==> config.mk <==
export PLATFORM = sky130hd
export DESIGN_NAME = pingpong_frame_buf
export DESIGN_NICKNAME = d
export VERILOG_FILES = /design/src/rtl/pingpong_pkg.sv /design/src/rtl/pp_bank_mem.sv /design/src/rtl/pingpong_frame_buf.sv
export SDC_FILE = /design/constraint.sdc
export NUM_CORES = 1
export LEC_CHECK = 0
export ABC_CLOCK_PERIOD_IN_PS = 7000
export BUFFER_PORTS_ARGS = -buffer_cell sky130_fd_sc_hd__buf_2
export CORE_MARGIN = 2
export CORE_UTILIZATION = 45
export CTS_CLUSTER_DIAMETER = 80
export DETAILED_ROUTE_END_ITERATION = 16
export MAX_ROUTING_LAYER = met4
export RECOVER_POWER = 100
export SLEW_MARGIN = 0
export SYNTH_ARGS = -nofsm -noshare
export SYNTH_HDL_FRONTEND = slang
export SYNTH_HIERARCHICAL = 1
export SYNTH_SLANG_ARGS = --single-unit
export TNS_END_PERCENT = 100
==> constraint.sdc <==
create_clock -name clk -period 7 [get_ports clk]
set_input_delay 1.05 -clock clk [delete_from_list [all_inputs] [get_ports clk]]
set_output_delay 1.05 -clock clk [all_outputs]
set_load 0.02 [all_outputs]
==> src/rtl/pingpong_pkg.sv <==
// pingpong_pkg: shared FSM state type and bank count for the ping-pong frame buffer
package pingpong_pkg;
    typedef enum logic [1:0] {INIT, PUB, WAIT} state_t;
    localparam int NUM_BANKS = 2;
endpackage

==> src/rtl/pp_bank_mem.sv <==
// pp_bank_mem: one frame bank, single write port and registered read port
module pp_bank_mem #(
    parameter int DATA_WIDTH = 16,
    parameter int ADDR_WIDTH = 3
) (
    input  logic                  clk,
    input  logic                  rst,
    input  logic                  i_we,
    input  logic [ADDR_WIDTH-1:0] i_waddr,
    input  logic [DATA_WIDTH-1:0] i_wdata,
    input  logic                  i_re,
    input  logic [ADDR_WIDTH-1:0] i_raddr,
    output logic [DATA_WIDTH-1:0] o_rdata
);
    logic [DATA_WIDTH-1:0] r_mem [2**ADDR_WIDTH];
    logic [DATA_WIDTH-1:0] r_rdata;
    always_ff @(posedge clk)
        if (i_we) r_mem[i_waddr] <= i_wdata;
    always_ff @(posedge clk)
        if (rst) r_rdata <= '0;
        else if (i_re) r_rdata <= r_mem[i_raddr];
    assign o_rdata = r_rdata;
endmodule

==> src/rtl/pingpong_frame_buf.sv <==
// pingpong_frame_buf: two-bank frame buffer handing frames from a writer to a reader
module pingpong_frame_buf
    import pingpong_pkg::*;
#(
    parameter int DATA_WIDTH = 16,
    parameter int ADDR_WIDTH = 3,
    parameter int CNT_WIDTH  = 8
) (
    input  logic                  clk,
    input  logic                  reset,
    input  logic                  wr_en,
    input  logic [ADDR_WIDTH-1:0] wr_addr,
    input  logic [DATA_WIDTH-1:0] wr_data,
    input  logic                  wr_done,
    output logic                  wr_ready,
    input  logic                  rd_en,
    input  logic [ADDR_WIDTH-1:0] rd_addr,
    input  logic                  rd_done,
    output logic [DATA_WIDTH-1:0] rd_data,
    output logic                  rd_valid,
    output logic                  rd_bank,
    output logic [CNT_WIDTH-1:0]  frame_cnt,
    output logic                  wr_drop
);
    state_t                r_state, w_next;
    logic                  r_rd_bank, r_rd_sel, r_wr_drop, w_swap, w_rd_fire;
    logic [CNT_WIDTH-1:0]  r_frame_cnt;
    logic [DATA_WIDTH-1:0] w_bank_rdata [NUM_BANKS];

    always_comb begin
        w_swap = (r_state == INIT && wr_done) || (r_state == PUB && wr_done && rd_done) ||
                 (r_state == WAIT && rd_done);
        w_next = (r_state == PUB && wr_done && !rd_done) ? WAIT : (w_swap ? PUB : r_state);
    end

    assign wr_ready  = r_state != WAIT;
    assign rd_valid  = r_state != INIT;
    assign w_rd_fire = rd_en && rd_valid;

    always_ff @(posedge clk) begin
        if (reset) begin
            r_state     <= INIT;
            r_rd_bank   <= 1'b0;
            r_rd_sel    <= 1'b0;
            r_frame_cnt <= '0;
            r_wr_drop   <= 1'b0;
        end else begin
            r_state <= w_next;
            if (w_swap) r_rd_bank <= ~r_rd_bank;
            if (w_swap) r_frame_cnt <= r_frame_cnt + CNT_WIDTH'(1);
            if (wr_en && !wr_ready) r_wr_drop <= 1'b1;
            // output mux follows the bank that was actually read, not the post-swap one
            if (w_rd_fire) r_rd_sel <= r_rd_bank;
        end
    end

    for (genvar b = 0; b < NUM_BANKS; b++) begin : g_bank
        pp_bank_mem #(.DATA_WIDTH(DATA_WIDTH), .ADDR_WIDTH(ADDR_WIDTH)) u_mem (
            .clk     (clk),
            .rst     (reset),
            .i_we    (wr_en && wr_ready && !reset && (r_rd_bank != 1'(b))),
            .i_waddr (wr_addr),
            .i_wdata (wr_data),
            .i_re    (w_rd_fire && (r_rd_bank == 1'(b))),
            .i_raddr (rd_addr),
            .o_rdata (w_bank_rdata[b])
        );
    end

    assign rd_data   = w_bank_rdata[r_rd_sel];
    assign rd_bank   = r_rd_bank;
    assign frame_cnt = r_frame_cnt;
    assign wr_drop   = r_wr_drop;
endmodule
==> metrics.txt, run 1 <==
First-pass DRT Iterations=5; number of flops mapped to enable cells by yosys=256; top-count cell post-synth=edfxtp_1; Fmax=210 MHz; hold path depth=2; minimum clock period=4770 ps; Peak supply drop=0.228 mV; fin worst setup slack=2230 ps; number of fillers in the final layout=2,179; Pleak=0.00437 uW; clock tree buffer depth=3; endpoint class of the critical path=flip-flop; Layout Cells excl Fill=1,132; Initial DRC Count=602; cell area after synthesis=0.0119 sq mm; Nets=801; clock root buffer=clkbuf_16; Die W=167 um; area growth from synthesis to layout=10.7%; Yosys reg bits=301; main combinational cell family by area after synthesis=multiplexers; cell count after synthesis=705; Critical Path RT=7420 ps; Die Area=0.0279 sq mm; Post-synth ARST share=0%; Post-route DRC=0; total track usage=20.3%; IO Port Bufs=55; Setup TNS=0 ps; post-synthesis compound-gate area fraction=7.91%; Final Setup Violations=0; status=finished, violations left; core area=0.0261 sq mm; largest net degree at the start of global routing=85; r2r worst-path depth=6; clock buffer count from CTS=30; Max-Cap Viols=10; final instance area=0.0132 sq mm; setup bufs post-CTS=0; synthesized net count=734; # rows=59; largest area contributor in the netlist=edfxtp_1; Post-synth top flop=edfxtp_1; number of buffers inserted by hold repair at cts=0; Clk pin slew, worst setup/hold paths=60 ps; DR WL/cell=24.4 um; mux contribution to synthesized area=13.0%; grt ovf=0; Crit Path Category=input port to flip-flop; DR vias=6,505; first-pass GRT wire length=41,300 um; failing checks=capacitance limit, slew limit; average footprint of a synthesized cell=16.9 sq um; H-tree depth=1; dominant cells by area after synthesis=edfxtp_1 64%, dfxtp_1 7.5%, mux2_2 7.5%; Synth top area share=64.3%; Fin Clk Skew=18.0 ps; Tcrit/Tclk final=68.2%; post-DP HPWL=16,000 um; routability-driven placement congestion ratio=0.840; Slew HR=-103%; worst hold path class=flip-flop to flip-flop; clk sinks=301; pwr/cell area=282 mW/mm^2; Die H=167 um; cts repair resizes=0; Cell variety after synth=42; DRT Wirelength=27,600 um; Antenna Nets Post-Route=0; vias per cell=5.75; Place WS=3450 ps; worst slew pin tran=3040 ps; yosys warns=6; cell total after placement=1,075; crit path DAT=5190 ps; Post-Synth Simple-Gate Area=3.88%; IO Pins=56; via count of the first global-routing pass=6,631; total power draw=3730 uW; CTS tree=yes; synth cell count leaders=256 x edfxtp_1, 80 x mux2_2, 64 x mux2i_1; ratio of cells with drive above 1 in the final layout=18.8%; crit path max fanout=84; worst skew pair latency=550 ps; crit start category=input port; Slew Viols, Final=224; Synth Area in XOR/XNOR=0.147%; Initial Util=45.8%; DP Area=0.0125 sq mm; Seq/Total Area, Yosys=71.9%; RSZ-0062 raised after global routing=false; Hold Vio Cnt, Final=0; initial antenna violation count=1; Synth Area in Adders=0.105%
[worst max-delay path, cell delays in order]
cell      delay [ps]
buf_6            690
clkbuf_1        2200
mux2i_1          440
a221o_1          470
a211oi_1         230
[metrics by stage]
step / hold WS, ps / util, %
after floorplan: 460 / -
after global placement: 451 / 47.9
after detailed placement: 477 / 47.9
after CTS: 487 / 51.5
after global routing: 507 / 50.8
final: 481 / 50.8
[cell usage in the layout, fill, tap and decap left out, types with 4 or more instances in the layout]
master / netlist / layout
a21oi_1: 8 / 8
a221o_1: 26 / 26
mux2_2: 80 / 73
o21ai_0: 6 / 6
mux2_1: 1 / 8
mux2i_1: 64 / 64
buf_4: 0 / 5
clkbuf_1: 18 / 61
o221ai_1: 6 / 6
clkinv_1: 0 / 6
dfxtp_1: 45 / 45
buf_2: 3 / 17
nor2_2: 0 / 5
a211oi_2: 16 / 5
nand2b_1: 8 / 8
clkbuf_16: 0 / 31
a22oi_1: 6 / 6
nor2_1: 53 / 48
nand2_1: 12 / 12
a211oi_1: 17 / 28
o22ai_1: 26 / 26
clkinv_2: 0 / 6
edfxtp_1: 256 / 256
or3_1: 5 / 5
nor2b_1: 4 / 4
[state kept, by name, summed over array words and instances (netlist names)]
signal,count
g_bank.u_mem/r_mem,256
g_bank.u_mem/o_rdata,32
frame_cnt,8
r_state,2
r_rd_sel,1
rd_bank,1
wr_drop,1
[layout make-up]
class	instances	area, sq um	area share, %
well taps	335	419	3.17
flip-flops and latches	301	8590	64.9
diodes	1	2.50	0.0189
repair buffers	75	329	2.49
inverters	3	11.3	0.0851
multi-input cells	361	2950	22.3
clock inverters	14	90.1	0.681
clock buffers	42	837	6.33
[metal layers]
layer	global-route usage, %	vias up	routed length, um
li1	-	2938	-
met1	29.1	3275	12900
met2	29.6	239	12100
met3	3.97	53	1780
met4	5.96	0	826
met5	-	-	0
[cell families (layout without fill, tap and decap cells)]
family / Yosys count / after routing
fa+ha+maj: 1 / 1
flops: 301 / 301
compound gates: 115 / 115
simple gates: 98 / 98
other cells: 0 / 1
mux: 145 / 145
buf+inv: 43 / 134
xor+xnor: 2 / 2
[power breakdown]
part / internal [uW] / switching (uW)
clock: 865 / 639
combinational: 82.8 / 151
sequential: 1970 / 16.9
total: 2920 / 806
[worst paths after layout]
kind,end,start,slack (ps)
max,g_bank[1].u_mem/o_rdata[11]$_SDFFE_PP0P_,rd_addr[0],2230
min,g_bank[1].u_mem/o_rdata[4]$_SDFFE_PP0P_,g_bank[1].u_mem/o_rdata[4]$_SDFFE_PP0P_,480
max reg2reg,g_bank[1].u_mem/r_mem[4][12]$_DFFE_PP_,r_state[0]$_SDFFE_PP0P_,3820
min reg2reg,g_bank[1].u_mem/o_rdata[4]$_SDFFE_PP0P_,g_bank[1].u_mem/o_rdata[4]$_SDFFE_PP0P_,480
Power figures use the tool's default switching activity.
==> run 2, diff against run 1 <==
--- a/config.mk
+++ b/config.mk
@@ -5,7 +5,7 @@
 export SDC_FILE = /design/constraint.sdc
 export NUM_CORES = 1
 export LEC_CHECK = 0
-export ABC_CLOCK_PERIOD_IN_PS = 7000
+export ABC_CLOCK_PERIOD_IN_PS = 4900
 export BUFFER_PORTS_ARGS = -buffer_cell sky130_fd_sc_hd__buf_2
 export CORE_MARGIN = 2
 export CORE_UTILIZATION = 45
==> constraint.sdc (replaced) <==
create_clock -name clk -period 4.9 [get_ports clk]
set_input_delay 0.735 -clock clk [delete_from_list [all_inputs] [get_ports clk]]
set_output_delay 0.735 -clock clk [all_outputs]
set_load 0.02 [all_outputs]
==> metrics.txt, run 2 (synthesized netlist as in run 1, its figures left out) <==
status=finished, violations left; failing checks=capacitance limit, slew limit; worst slew pin tran=2640 ps; grt ovf=0; Slew HR=-75.9%; Initial Util=45.8%; worst skew pair latency=550 ps; Critical Path RT=5080 ps; IO Pins=56; most frequent cells in the layout=256 x edfxtp_1, 71 x mux2_2, 64 x mux2i_1; Layout Cells excl Fill=1,123; crit path DAT=3830 ps; Clk pin slew, worst setup/hold paths=60 ps; CTS tree=yes; Nets=795; first-pass GRT wire length=40,000 um; Die W=167 um; Fmax=274 MHz; initial antenna violation count=0; core area=0.0261 sq mm; Max-Cap Viols=8; clock tree buffer depth=3; endpoint class of the critical path=flip-flop; # rows=59; minimum clock period=3650 ps; most flop-heavy register=g_bank.u_mem/r_mem; clock root buffer=clkbuf_16; clk sinks=301; Reg area=0.00859 sq mm; pwr/cell area=412 mW/mm^2; commonest non-fill, non-tap cell in the layout=edfxtp_1; Post-route DRC=0; setup bufs post-CTS=0; Setup TNS=0 ps; IO Port Bufs=55; number of buffers inserted by hold repair at cts=0; crit start category=input port; Pleak=0.00439 uW; First-pass DRT Iterations=5; RSZ-0062 raised after global routing=false; Die H=167 um; post-DP HPWL=16,800 um; Tcrit/Tclk final=74.5%; Die Area=0.0279 sq mm; crit path max fanout=47; Final Setup Violations=0; routability-driven placement congestion ratio=0.835; area growth from synthesis to layout=10.9%; total power draw=5450 uW; number of fillers in the final layout=2,202; Slew Viols, Final=200; minimum hold slack=483 ps; DRT Wirelength=26,800 um; total track usage=19.5%; DR vias=6,424; multi-input logic area=0.00294 sq mm; Fin Clk Skew=8.76 ps; cts repair resizes=0; H-tree depth=1; largest net degree at the start of global routing=85; cell total after placement=1,068; n_diodes=0; max reg flops=256; ratio of cells with drive above 1 in the final layout=18.7%; Peak supply drop=0.268 mV; Initial DRC Count=517; clock buffer count from CTS=31; worst hold path class=flip-flop to flip-flop; via count of the first global-routing pass=6,405; vias per cell=5.72; Hold Vio Cnt, Final=0; Antenna Nets Post-Route=0; Crit Path Category=input port to flip-flop; DR WL/cell=23.8 um
## run 2: cell count changes in the layout (fill, tap and decap cells not counted), sizes merged
cell      delta
inv          +1
buf          +1
diode        -1
clkinvlp     +1
clkbuf      -10
bufinv       +2
clkinv       -3
## run 2: stage by stage
step	utilization [%]	setup WS (ps)	cell area [sq um]
final	50.8	1250	13200
after global routing	50.8	1040	13200
after CTS	51.5	2020	13400
after detailed placement	47.8	1980	12400
after global placement	47.8	2050	12400
after floorplan	-	2150	11900
## run 2: routing by layer
layer / wire length, um / vias to the layer above / share of wire, % / track usage, %
met5: 0 / - / 0 / -
met4: 306 / 0 / 1.1 / 3.19
met3: 1800 / 24 / 6.7 / 3.02
met2: 12600 / 203 / 47 / 30.6
met1: 12000 / 3275 / 45 / 27.7
li1: - / 2922 / - / -
## run 2: final cells by class
| cell class | count | share of cell area (%) |
|---|---|---|
| well taps | 335 | 3.16 |
| repair buffers | 68 | 2.37 |
| flip-flops and latches | 301 | 64.8 |
| clock inverters | 15 | 1.18 |
| inverters | 3 | 0.0850 |
| multi-input cells | 361 | 22.2 |
| clock buffers | 40 | 6.19 |
## run 2: power breakdown
group          internal (uW)  total, uW  switching, uW
combinational            121        342            221
sequential              2820       2850           27.4
clock                   1330       2260            930
## run 2: final timing paths
kind | depth (start not counted) | slack [ps] | start | to
worst max-delay path | 6 | 1250 | reset | g_bank[0].u_mem/r_mem[0][8]$_DFFE_PP_
worst min-delay path | 2 | 480 | g_bank[0].u_mem/o_rdata[1]$_SDFFE_PP0P_ | g_bank[0].u_mem/o_rdata[1]$_SDFFE_PP0P_
worst max register to register | 6 | 1390 | r_state[0]$_SDFFE_PP0P_ | g_bank[1].u_mem/r_mem[0][13]$_DFFE_PP_
worst min register to register | 2 | 480 | g_bank[0].u_mem/o_rdata[1]$_SDFFE_PP0P_ | g_bank[0].u_mem/o_rdata[1]$_SDFFE_PP0P_
## run 2: critical path, cell delays in order
cell	delay, ps
clkbuf_1	90
clkbuf_1	850
and4b_1	580
nand2b_1	130
nor3_1	940
clkbuf_1	470
